**config.mk**
```make
export PLATFORM = sky130hd
export DESIGN_NAME = hazard_scoreboard
export DESIGN_NICKNAME = d
export VERILOG_FILES = /design/src/rtl/hazard_scoreboard.sv
export SDC_FILE = /design/constraint.sdc
export NUM_CORES = 1
export LEC_CHECK = 0
export ABC_AREA = 1
export CAP_MARGIN = 30
export CORE_MARGIN = 1
export CORE_UTILIZATION = 52
export DETAILED_ROUTE_END_ITERATION = 8
export GPL_TIMING_DRIVEN = 0
export PLACE_DENSITY = 0.93
export RECOVER_POWER = 25
export SLEW_MARGIN = 20
export SYNTH_ARGS = -nofsm -noshare
export SYNTH_HDL_FRONTEND = slang
export SYNTH_SLANG_ARGS = --single-unit
```
**constraint.sdc**
```tcl
create_clock -name clk -period 2.2 [get_ports clk]
set_input_delay 0.33 -clock clk [delete_from_list [all_inputs] [get_ports clk]]
set_output_delay 0.33 -clock clk [all_outputs]
set_load 0.1 [all_outputs]
```
**src/rtl/hazard_scoreboard.sv**
```systemverilog
`default_nettype none
// ============================================================================
// hazard_scoreboard: M/W forwarding, load-use/branch stalls and a multi-cycle
// write scoreboard giving RAW/WAW/structural stalls for an NREAD-port pipe.
// Revision: 1.0
// ============================================================================
`ifndef FORWARD_N
`define FORWARD_N 2'b00
`endif
`ifndef FORWARD_W
`define FORWARD_W 2'b01
`endif
`ifndef FORWARD_M
`define FORWARD_M 2'b10
`endif

module hazard_scoreboard #(
  parameter int REG_SIZE = 5,
  parameter int NREAD    = 2,
  parameter int MC_DEPTH = 2
) (
  input  logic                             clk,
  input  logic                             rst_n,
  input  logic [NREAD*REG_SIZE-1:0]        raddrD,
  input  logic [NREAD*REG_SIZE-1:0]        raddrE,
  input  logic [REG_SIZE-1:0]              writeRegD,
  input  logic                             regWriteD,
  input  logic                             mcOpD,
  input  logic                             controlChangeD,
  input  logic [REG_SIZE-1:0]              writeRegE,
  input  logic [REG_SIZE-1:0]              writeRegM,
  input  logic [REG_SIZE-1:0]              writeRegW,
  input  logic                             regWriteE,
  input  logic                             regWriteM,
  input  logic                             regWriteW,
  input  logic                             mem2regE,
  input  logic                             mem2regM,
  input  logic                             mcDone,
  input  logic [REG_SIZE-1:0]              mcDoneAddr,
  output logic                             stallF,
  output logic                             stallD,
  output logic                             flushD,
  output logic                             flushE,
  output logic [NREAD*2-1:0]               forwardD,
  output logic [NREAD*2-1:0]               forwardE,
  output logic [2**REG_SIZE-1:0]           busy,
  output logic [$clog2(MC_DEPTH+1)-1:0]    mcInflight,
  output logic                             scbErr,
  output logic [31:0]                      stallCnt
);

  localparam int CW = $clog2(MC_DEPTH + 1);
  localparam logic [REG_SIZE-1:0] ZERO_REG = '0;

  logic                  stall;
  logic                  issue;
  logic                  done_ok;
  logic [2**REG_SIZE-1:0] busy_nxt;

  function automatic logic [1:0] fwd_sel(
    input logic [REG_SIZE-1:0] a,
    input logic [REG_SIZE-1:0] wm,
    input logic                rwm,
    input logic [REG_SIZE-1:0] ww,
    input logic                rww
  );
    if (a != ZERO_REG && a == wm && rwm)      return `FORWARD_M;
    else if (a != ZERO_REG && a == ww && rww) return `FORWARD_W;
    else                                      return `FORWARD_N;
  endfunction

  for (genvar i = 0; i < NREAD; i++) begin : g_port
    assign forwardD[i*2 +: 2] = fwd_sel(raddrD[i*REG_SIZE +: REG_SIZE],
                                        writeRegM, regWriteM, writeRegW, regWriteW);
    assign forwardE[i*2 +: 2] = fwd_sel(raddrE[i*REG_SIZE +: REG_SIZE],
                                        writeRegM, regWriteM, writeRegW, regWriteW);
  end

  always_comb begin
    logic                lwstall;
    logic                branchstall;
    logic                rawstall;
    logic                wawstall;
    logic                structstall;
    logic [REG_SIZE-1:0] a;
    lwstall     = 1'b0;
    branchstall = 1'b0;
    rawstall    = 1'b0;
    a           = ZERO_REG;
    for (int i = 0; i < NREAD; i++) begin
      a = raddrD[i*REG_SIZE +: REG_SIZE];
      if (mem2regE && writeRegE != ZERO_REG && a == writeRegE)
        lwstall = 1'b1;
      if (controlChangeD && a != ZERO_REG &&
          ((regWriteE && a == writeRegE) || (mem2regM && a == writeRegM)))
        branchstall = 1'b1;
      if (a != ZERO_REG && busy[a])
        rawstall = 1'b1;
    end
    wawstall    = regWriteD && writeRegD != ZERO_REG && busy[writeRegD];
    structstall = mcOpD && mcInflight == CW'(MC_DEPTH);
    stall       = lwstall | branchstall | rawstall | wawstall | structstall;
  end

  assign stallF  = stall;
  assign stallD  = stall;
  assign flushE  = stall;
  assign flushD  = controlChangeD & ~stall;
  assign issue   = mcOpD & ~stall;
  assign done_ok = mcDone && mcInflight != '0;

  // Clear before set: WAW guarantees a same-cycle issue never targets the retiring register.
  always_comb begin
    busy_nxt = busy;
    if (done_ok && mcDoneAddr != ZERO_REG) busy_nxt[mcDoneAddr] = 1'b0;
    if (issue && writeRegD != ZERO_REG)    busy_nxt[writeRegD]  = 1'b1;
  end

  always_ff @(posedge clk or negedge rst_n) begin
    if (!rst_n) begin
      busy       <= '0;
      mcInflight <= '0;
      scbErr     <= 1'b0;
      stallCnt   <= '0;
    end else begin
      busy <= busy_nxt;
      if (issue && !done_ok)
        mcInflight <= mcInflight + CW'(1);
      else if (!issue && done_ok)
        mcInflight <= mcInflight - CW'(1);
      if (mcDone && mcInflight == '0)
        scbErr <= 1'b1;
      if (stall && stallCnt != 32'hFFFF_FFFF)
        stallCnt <= stallCnt + 32'd1;
    end
  end

endmodule

`default_nettype wire

```
==> results of run 1 <==
## Yosys cell counts
cell type  count  area (sq um)
buf_2         13          65.1
nand4_1       43           269
a211oi_1       1          7.51
xnor2_1       12           105
nand2_1      350          1310
o21ai_0       45           225
nand3_1       83           415
nand4_2        1          12.5
dfrtp_1       67          1680
a31o_2         1          8.76
clkinv_1       1          3.75
nand2_4        1          11.3
a21bo_2        1          10.0
buf_6          6          67.6
buf_4          8          60.1
nor4_2         1          12.5
buf_1          3          11.3
nor3_1        26           130
inv_1         86           323
nor4_4         1          21.3
nand2_2        1          6.26
o22ai_1        4          25.0
nand3_2        1          10.0
a31oi_1        2          12.5
nor4_1        10          62.6
nor2_2         4          25.0
o211ai_1       4          30.0
ha_1           2          25.0
clkbuf_1       5          18.8
o21ai_1        3          15.0
a221oi_1       6          52.6
nand3_4        1          17.5
inv_2         11          41.3
a2111oi_0      3          26.3
a21oi_1       10          50.1
xor2_1        38           333
o2111ai_1      2          17.5
nor2_1        87           327
nor3_2         1          10.0
or2_2          1          6.26
## routing by layer
metal	vias to the layer above	share of wire	global-route usage
li1	3473	-	-
met1	3484	0.39	0.515
met2	525	0.44	0.566
met3	98	0.13	0.0970
met4	0	0.040	0.172
met5	-	0	0
## state kept, by name (all words and copies together) (netlist names)
| register | flops |
|---|---|
| mcInflight | 2 |
| busy | 32 |
| scbErr | 1 |
| stallCnt | 32 |
## power groups by stage
stage / clock network, mW / registers [mW] / logic, mW
final: 1.09 / 1.93 / 4.11
after floorplan: 0 / 3.35 / 1.19
after detailed placement: 0 / 1.92 / 3.63
after global routing: 1.15 / 1.94 / 4.32
after CTS: 1.09 / 1.87 / 3.73
after global placement: 0 / 1.92 / 3.58
## worst paths after layout
kind	cells after the start	start	slack, ns	to
setup / recovery	13	busy[3]	-0.31	flushD
hold / removal	2	stallCnt[31]	0.53	stallCnt[31]
setup reg to reg	17	busy[3]	-0.13	stallCnt[0]
hold reg to reg	2	stallCnt[31]	0.53	stallCnt[31]
max in group asynchronous	3	rst_n	0.22	busy[5]
min in group asynchronous	2	rst_n	0.59	busy[15]
## cells by family (layout without fill, tap and decap cells)
kind of cell             count (synthesis)  count (layout)
AND/OR/NAND/NOR                        612             612
buffers and inverters                  133             331
AO/OA/AOI/OAI                           82              82
flip-flops                              67              67
XOR/XNOR                                50              50
adder cells (fa/ha/maj)                  2               2
## cells in the final DEF (no fill, tap or decap), drive strengths merged
cell type,n
nand2,352
inv,97
buf,93
nor2,91
nand3,85
dlygate4sd2,80
dfrtp,67
o21ai,48
nand4,44
xor2,38
nor3,27
clkbuf,25
clkdlybuf4s50,18
xnor2,12
nor4,12
a21oi,10
dlymetal6s2s,6
a221oi,6
clkinv,5
clkdlybuf4s15,5
o211ai,4
o22ai,4
a2111oi,3
o2111ai,2
a31oi,2
ha,2
a21bo,1
or2,1
a211oi,1
a31o,1
bufinv,1
dlygate4sd3,1
## repair_timing
item / in CTS / in global routing
buffers inserted: 27 / 18
endpoints found under the hold margin: 13 / 0
gates cloned: 1 / 3
hold buffers: 1 / 0
setup endpoints to repair: 143 / 46
gates resized for setup: 237 / 104
pin swaps: 19 / 39
## worst reg2reg max path, stage by stage (launching register included)
cell and delay, ns:
dfrtp_4 0.51, nand2_1 0.08, o21ai_1 0.10, nand2_1 0.09
nand3_1 0.10, nor2_1 0.10, nand2_1 0.07, nand3_2 0.07
nand2_1 0.07, inv_2 0.07, nand3_4 0.10, buf_4 0.15
buf_4 0.12, buf_4 0.16, nand2_4 0.18, clkbuf_16 0.19
nand2_2 0.04, nand2_1 0.06
## cell type report
type                    count  area, sq um  area share
flip-flops and latches     67         1820       0.213
repair inverters            1         5.00    0.000587
inverters                  98          377      0.0442
plain buffers              35          282      0.0330
well taps                 140          175      0.0206
clock buffers              12          155      0.0182
clock inverters             4         48.8     0.00573
multi-input cells         746         3970       0.466
repair buffers            181         1690       0.198
==> results.py, run 1 <==
metrics = {
    "drt": {
        "vias": 7580,
        "dr.pass1.iters": 6,
        "drtIter0Drc": 917,
        "wl_per_cell_um": 18.0,
        "ant_nets": 0,
        "routed_wl_um": 23200,
        "routed_via_density": 5.90,
        "drc_errors": 0,
    },
    "synth": {
        "synthXorXnorAreaFrac": 0.0747,
        "synth_cells": 946,
        "syn-cell-area_sq_um": 5860,
        "synth_top_family_by_area": "simple AND/OR/NAND/NOR gates",
        "synth_compound_area_frac": 0.0820,
        "yosys.area_share.simple": 0.452,
        "synthAdderAreaFrac": 0.00427,
        "synth_cell_types": 40,
        "synth_seq_cells": 67,
        "muxShareOfSynthArea": 0,
        "syn_nets": 1004,
        "syn_area_per_cell_sq_um": 6.20,
        "yosysWarningCount": 0,
        "yosysSeqAreaShare": 0.286,
    },
    "flow_run": {
        "maxCapViolCount": 0,
    },
    "placed_design": {
        "place_inst": 1218,
        "place_hpwl_um": 15600,
        "postPlaceCellArea_sq_um": 7640,
        "place_ws_ns": -1.83,
        "port_buffers": 131,
        "routabilityCongestion": 1.00,
    },
    "run_status": {
        "outcome": "finished with violations",
        "violations": "negative setup slack",
    },
    "worst_hold_path": {
        "holdCritPathClass": "register to register",
    },
    "power_and_ir_drop": {
        "clockPowerShare": 0.153,
        "power_mw": 7.13,
        "switching_share": 0.541,
        "powerDensity_nw_per_um2": 836,
        "internal_power_mw": 3.27,
        "p_switching_mw": 3.85,
        "p_seq_frac": 0.270,
        "p_comb_frac": 0.577,
        "vdd_ir_drop_max_mv": 1.19,
        "p_leak_nw": 4.35,
    },
    "sta": {
        "min_period_over_period": 1.14,
        "worst_slack_ns": -0.306,
        "fin_skew_ns": 0.0130,
        "fin_hold_ws_ns": 0.529,
        "fin_setup_tns_ns": -4.29,
        "setup_viol": 36,
        "tightest_slew_ns": 0.990,
        "max_freq_mhz": 399,
        "drv_slew": 0,
        "hold_viol_final": 0,
        "rsz0062_at_grt": "yes",
        "fin_crit_ns": 2.51,
        "relSlewSlack": 0.343,
    },
    "setup_path": {
        "slowest_stage": "dfrtp_4",
        "crit_type": "register to output port",
        "cp_max_fo": 5,
        "crit_chain": "nand2_1 > o21ai_1 > nand2_1 > nand3_1 > nor2_1 > nand2_1 > nand3_2 > nand2_1 > inv_2 > nand3_4 > buf_12 > nor2_4 > buf_12",
        "path_delay_family": "simple AND/OR/NAND/NOR gates",
        "cp.arrival_ns": 2.18,
        "slowest_delay_ns": 0.51,
        "cp-end-kind": "output port",
        "worstSetupStartpointType": "register",
        "crit_buf_inv": 3,
        "critPathRequiredTime_ns": 1.87,
        "crit_path_frequent_cell": "nand2_1",
    },
    "global_routing": {
        "grt_max_degree": 55,
        "antenna_found_initial": 0,
        "grt_pass1_wl_um": 34100,
        "grt_pass1_vias": 6752,
        "grt_use_total": 0.379,
        "grt_overflow": 0,
    },
    "floorplan": {
        "start_util": 0.538,
        "die_w_um": 108,
        "die_height_um": 108,
        "ios": 135,
        "core-area_sq_um": 10900,
        "rows": 38,
        "die_area_sq_um": 11700,
    },
    "clocking": {
        "tritoncts": "built",
        "numClockSinks": 67,
        "clockBufferDepth": 2,
        "cts_buffers": 9,
        "clock_latency_ns": 0.36,
        "htreeDepth": 3,
        "cts.clk_slew.worst_paths_ns": 0.08,
        "clockRootBuffer": "clkbuf_8",
    },
    "final_layout": {
        "final_area_sq_um": 8520,
        "synthToLayoutAreaGrowth_pct": 45.4,
        "final_util": 0.783,
        "fillers": 777,
        "n_antenna_cell": 0,
        "drive_above_1_share": 0.244,
        "finalNetCount": 1197,
        "fin_cells": 1284,
    },
}
Power figures use the tool's default switching activity.
==> inputs of run 2 (changes only) <==
--- a/config.mk
+++ b/config.mk
@@ -8,10 +8,10 @@
 export ABC_AREA = 1
 export CAP_MARGIN = 30
 export CORE_MARGIN = 1
-export CORE_UTILIZATION = 52
+export CORE_UTILIZATION = 47
 export DETAILED_ROUTE_END_ITERATION = 8
 export GPL_TIMING_DRIVEN = 0
-export PLACE_DENSITY = 0.93
+export PLACE_DENSITY = 0.89
 export RECOVER_POWER = 25
 export SLEW_MARGIN = 20
 export SYNTH_ARGS = -nofsm -noshare
==> constraint.sdc (replaced) <==
create_clock -name clk -period 2.28 [get_ports clk]
set_input_delay 0.342 -clock clk [delete_from_list [all_inputs] [get_ports clk]]
set_output_delay 0.342 -clock clk [all_outputs]
set_load 0.1 [all_outputs]
==> results.py, run 2 (same netlist as run 1, synthesis figures left out) <==
metrics = {
    "setup_path": {
        "crit_type": "register to output port",
        "worstSetupStartpointType": "register",
        "cp-end-kind": "output port",
        "crit_chain": "nand2_1 > nand2_1 > nand2_1 > nand2_1 > nand2_1 > nand2_1 > nor2_1 > nand2_1 > nand2_2 > nand2_2 > inv_2 > nand3_4 > nor2_4 > buf_12",
        "slowest_delay_ns": 0.52,
        "cp.arrival_ns": 2.16,
        "crit_path_frequent_cell": "nand2_1",
        "critPathRequiredTime_ns": 1.94,
        "crit_buf_inv": 2,
        "cp_max_fo": 6,
        "slowest_stage": "dfrtp_4",
        "reg2reg_slack_ns": -0.10,
        "path_delay_family": "simple AND/OR/NAND/NOR gates",
    },
    "sta": {
        "rsz0062_at_grt": "yes",
        "fin_hold_ws_ns": 0.504,
        "hold_viol_final": 0,
        "fin_crit_ns": 2.51,
        "min_period_over_period": 1.10,
        "fin_skew_ns": 0.00939,
        "tightest_slew_ns": 1.45,
        "drv_slew": 0,
        "relSlewSlack": 0.0343,
        "setup_viol": 5,
        "worst_slack_ns": -0.226,
        "max_freq_mhz": 399,
        "fin_setup_tns_ns": -0.929,
    },
    "final_layout": {
        "finalNetCount": 1175,
        "layout.cells.most_common": "nand2_1",
        "mostFrequentLayoutCells": "343 x nand2_1, 81 x nor2_1, 80 x nand3_1",
        "reg_top3": "busy: 32 flops, stallCnt: 32 flops, mcInflight: 2 flops",
        "fin_cells": 1292,
        "final_area_sq_um": 8400,
        "drive_above_1_share": 0.186,
        "synthToLayoutAreaGrowth_pct": 43.3,
        "final_util": 0.696,
    },
    "clocking": {
        "clockBufferDepth": 2,
        "clock_latency_ns": 0.35,
        "cts.clk_slew.worst_paths_ns": 0.06,
        "htreeDepth": 3,
        "tritoncts": "built",
        "cts_buffers": 9,
        "numClockSinks": 67,
        "clockRootBuffer": "clkbuf_16",
    },
    "floorplan": {
        "die_height_um": 114,
        "ios": 135,
        "die_area_sq_um": 12900,
        "rows": 40,
        "core-area_sq_um": 12100,
        "die_w_um": 114,
        "start_util": 0.486,
    },
    "power_and_ir_drop": {
        "p_leak_nw": 4.25,
        "powerDensity_nw_per_um2": 850,
        "power_mw": 7.14,
        "vdd_ir_drop_max_mv": 0.952,
    },
    "placed_design": {
        "port_buffers": 131,
        "postPlaceCellArea_sq_um": 7640,
        "place_ws_ns": -1.75,
        "place_hpwl_um": 15800,
        "place_inst": 1246,
        "routabilityCongestion": 1.06,
    },
    "drt": {
        "vias": 7324,
        "drc_errors": 0,
        "wl_per_cell_um": 17.2,
        "ant_nets": 0,
        "routed_wl_um": 22200,
        "routed_via_density": 5.67,
        "drtIter0Drc": 812,
        "dr.pass1.iters": 7,
    },
    "worst_hold_path": {
        "holdCritPathClass": "register to register",
    },
    "run_status": {
        "violations": "negative setup slack",
        "outcome": "finished with violations",
    },
    "global_routing": {
        "grt_pass1_wl_um": 33600,
        "grt_use_total": 0.340,
        "grt_pass1_vias": 6560,
        "grt_overflow": 0,
        "antenna_found_initial": 0,
        "grt_max_degree": 47,
    },
    "flow_run": {
        "maxCapViolCount": 0,
    },
}
## run 2: changes by cell type in the layout (fill, tap and decap cells not counted), sizes merged
cell / before / now
clkdlybuf4s15: 5 / 4
diode: 0 / 2
dlymetal6s2s: 6 / 15
clkinv: 5 / 3
dlygate4sd2: 80 / 49
bufinv: 1 / 2
clkbuf: 25 / 21
clkinvlp: 0 / 2
clkdlybuf4s50: 18 / 46
buf: 93 / 69
## run 2: worst paths after layout
| path | startpoint | cells after the start | to |
|---|---|---|---|
| min | stallCnt[31] | 2 | stallCnt[31] |
| min reg2reg | stallCnt[31] | 2 | stallCnt[31] |
| min in group asynchronous | rst_n | 2 | busy[23] |
| max | busy[16] | 14 | flushD |
| max reg2reg | busy[16] | 18 | mcInflight[1] |
| max in group asynchronous | rst_n | 2 | busy[0] |
## run 2: what timing repair did
item                       CTS  global route
gates cloned                 2             2
hold endpoints to repair    21             0
resized for setup          196            53
hold buffers                 1             0
pin swaps                   16            14
setup buffers               15            10
setup endpoints to repair  110            22
## run 2: metal layers
| metal | up-vias | wire length, um | track usage |
|---|---|---|---|
| met4 | 0 | 922 | 0.146 |
| met1 | 3346 | 8980 | 0.456 |
| met5 | - | 0 | 0 |
| met2 | 466 | 9770 | 0.520 |
| met3 | 79 | 2490 | 0.0855 |
| li1 | 3433 | - | - |
## run 2: final cells by class
class	instances	area (sq um)
multi-input combinational	746	3850
fill	987	3660
sequential	67	1790
timing repair buffer	159	1560
inverter	98	372
buffer	34	274
clock buffer	12	256
tap	168	210
clock inverter	4	72.6
timing repair inverter	2	12.5
antenna	2	5.00
## run 2: power breakdown
| group | switching (mW) | internal, mW | total (mW) | leakage (nW) |
|---|---|---|---|---|
| logic | 2.75 | 1.00 | 3.75 | 3.27 |
| registers | 0.351 | 1.48 | 1.83 | 0.830 |
| clock network | 0.535 | 1.01 | 1.55 | 0.159 |
## run 2: worst register-to-register path, cell delays in order, from the launching register on
cell,delay (ns)
dfrtp_4,0.52
nand2_1,0.08
nand2_1,0.05
nand2_1,0.05
nand2_1,0.08
nand2_1,0.06
nand2_1,0.06
nor2_1,0.14
nand2_1,0.09
nand2_2,0.09
buf_4,0.11
nand3_2,0.08
nor2_4,0.14
nand2_2,0.08
inv_2,0.08
ha_4,0.21
a21oi_2,0.09
o21ai_1,0.10
xor2_1,0.16
==> inputs of run 3 (changes only) <==
--- a/config.mk
+++ b/config.mk
@@ -6,7 +6,6 @@
 export NUM_CORES = 1
 export LEC_CHECK = 0
 export ABC_AREA = 1
-export CAP_MARGIN = 30
 export CORE_MARGIN = 1
 export CORE_UTILIZATION = 47
 export DETAILED_ROUTE_END_ITERATION = 8
==> results of run 3 <==
No change in the layout: final DEF, timing and power equal those of run 2.
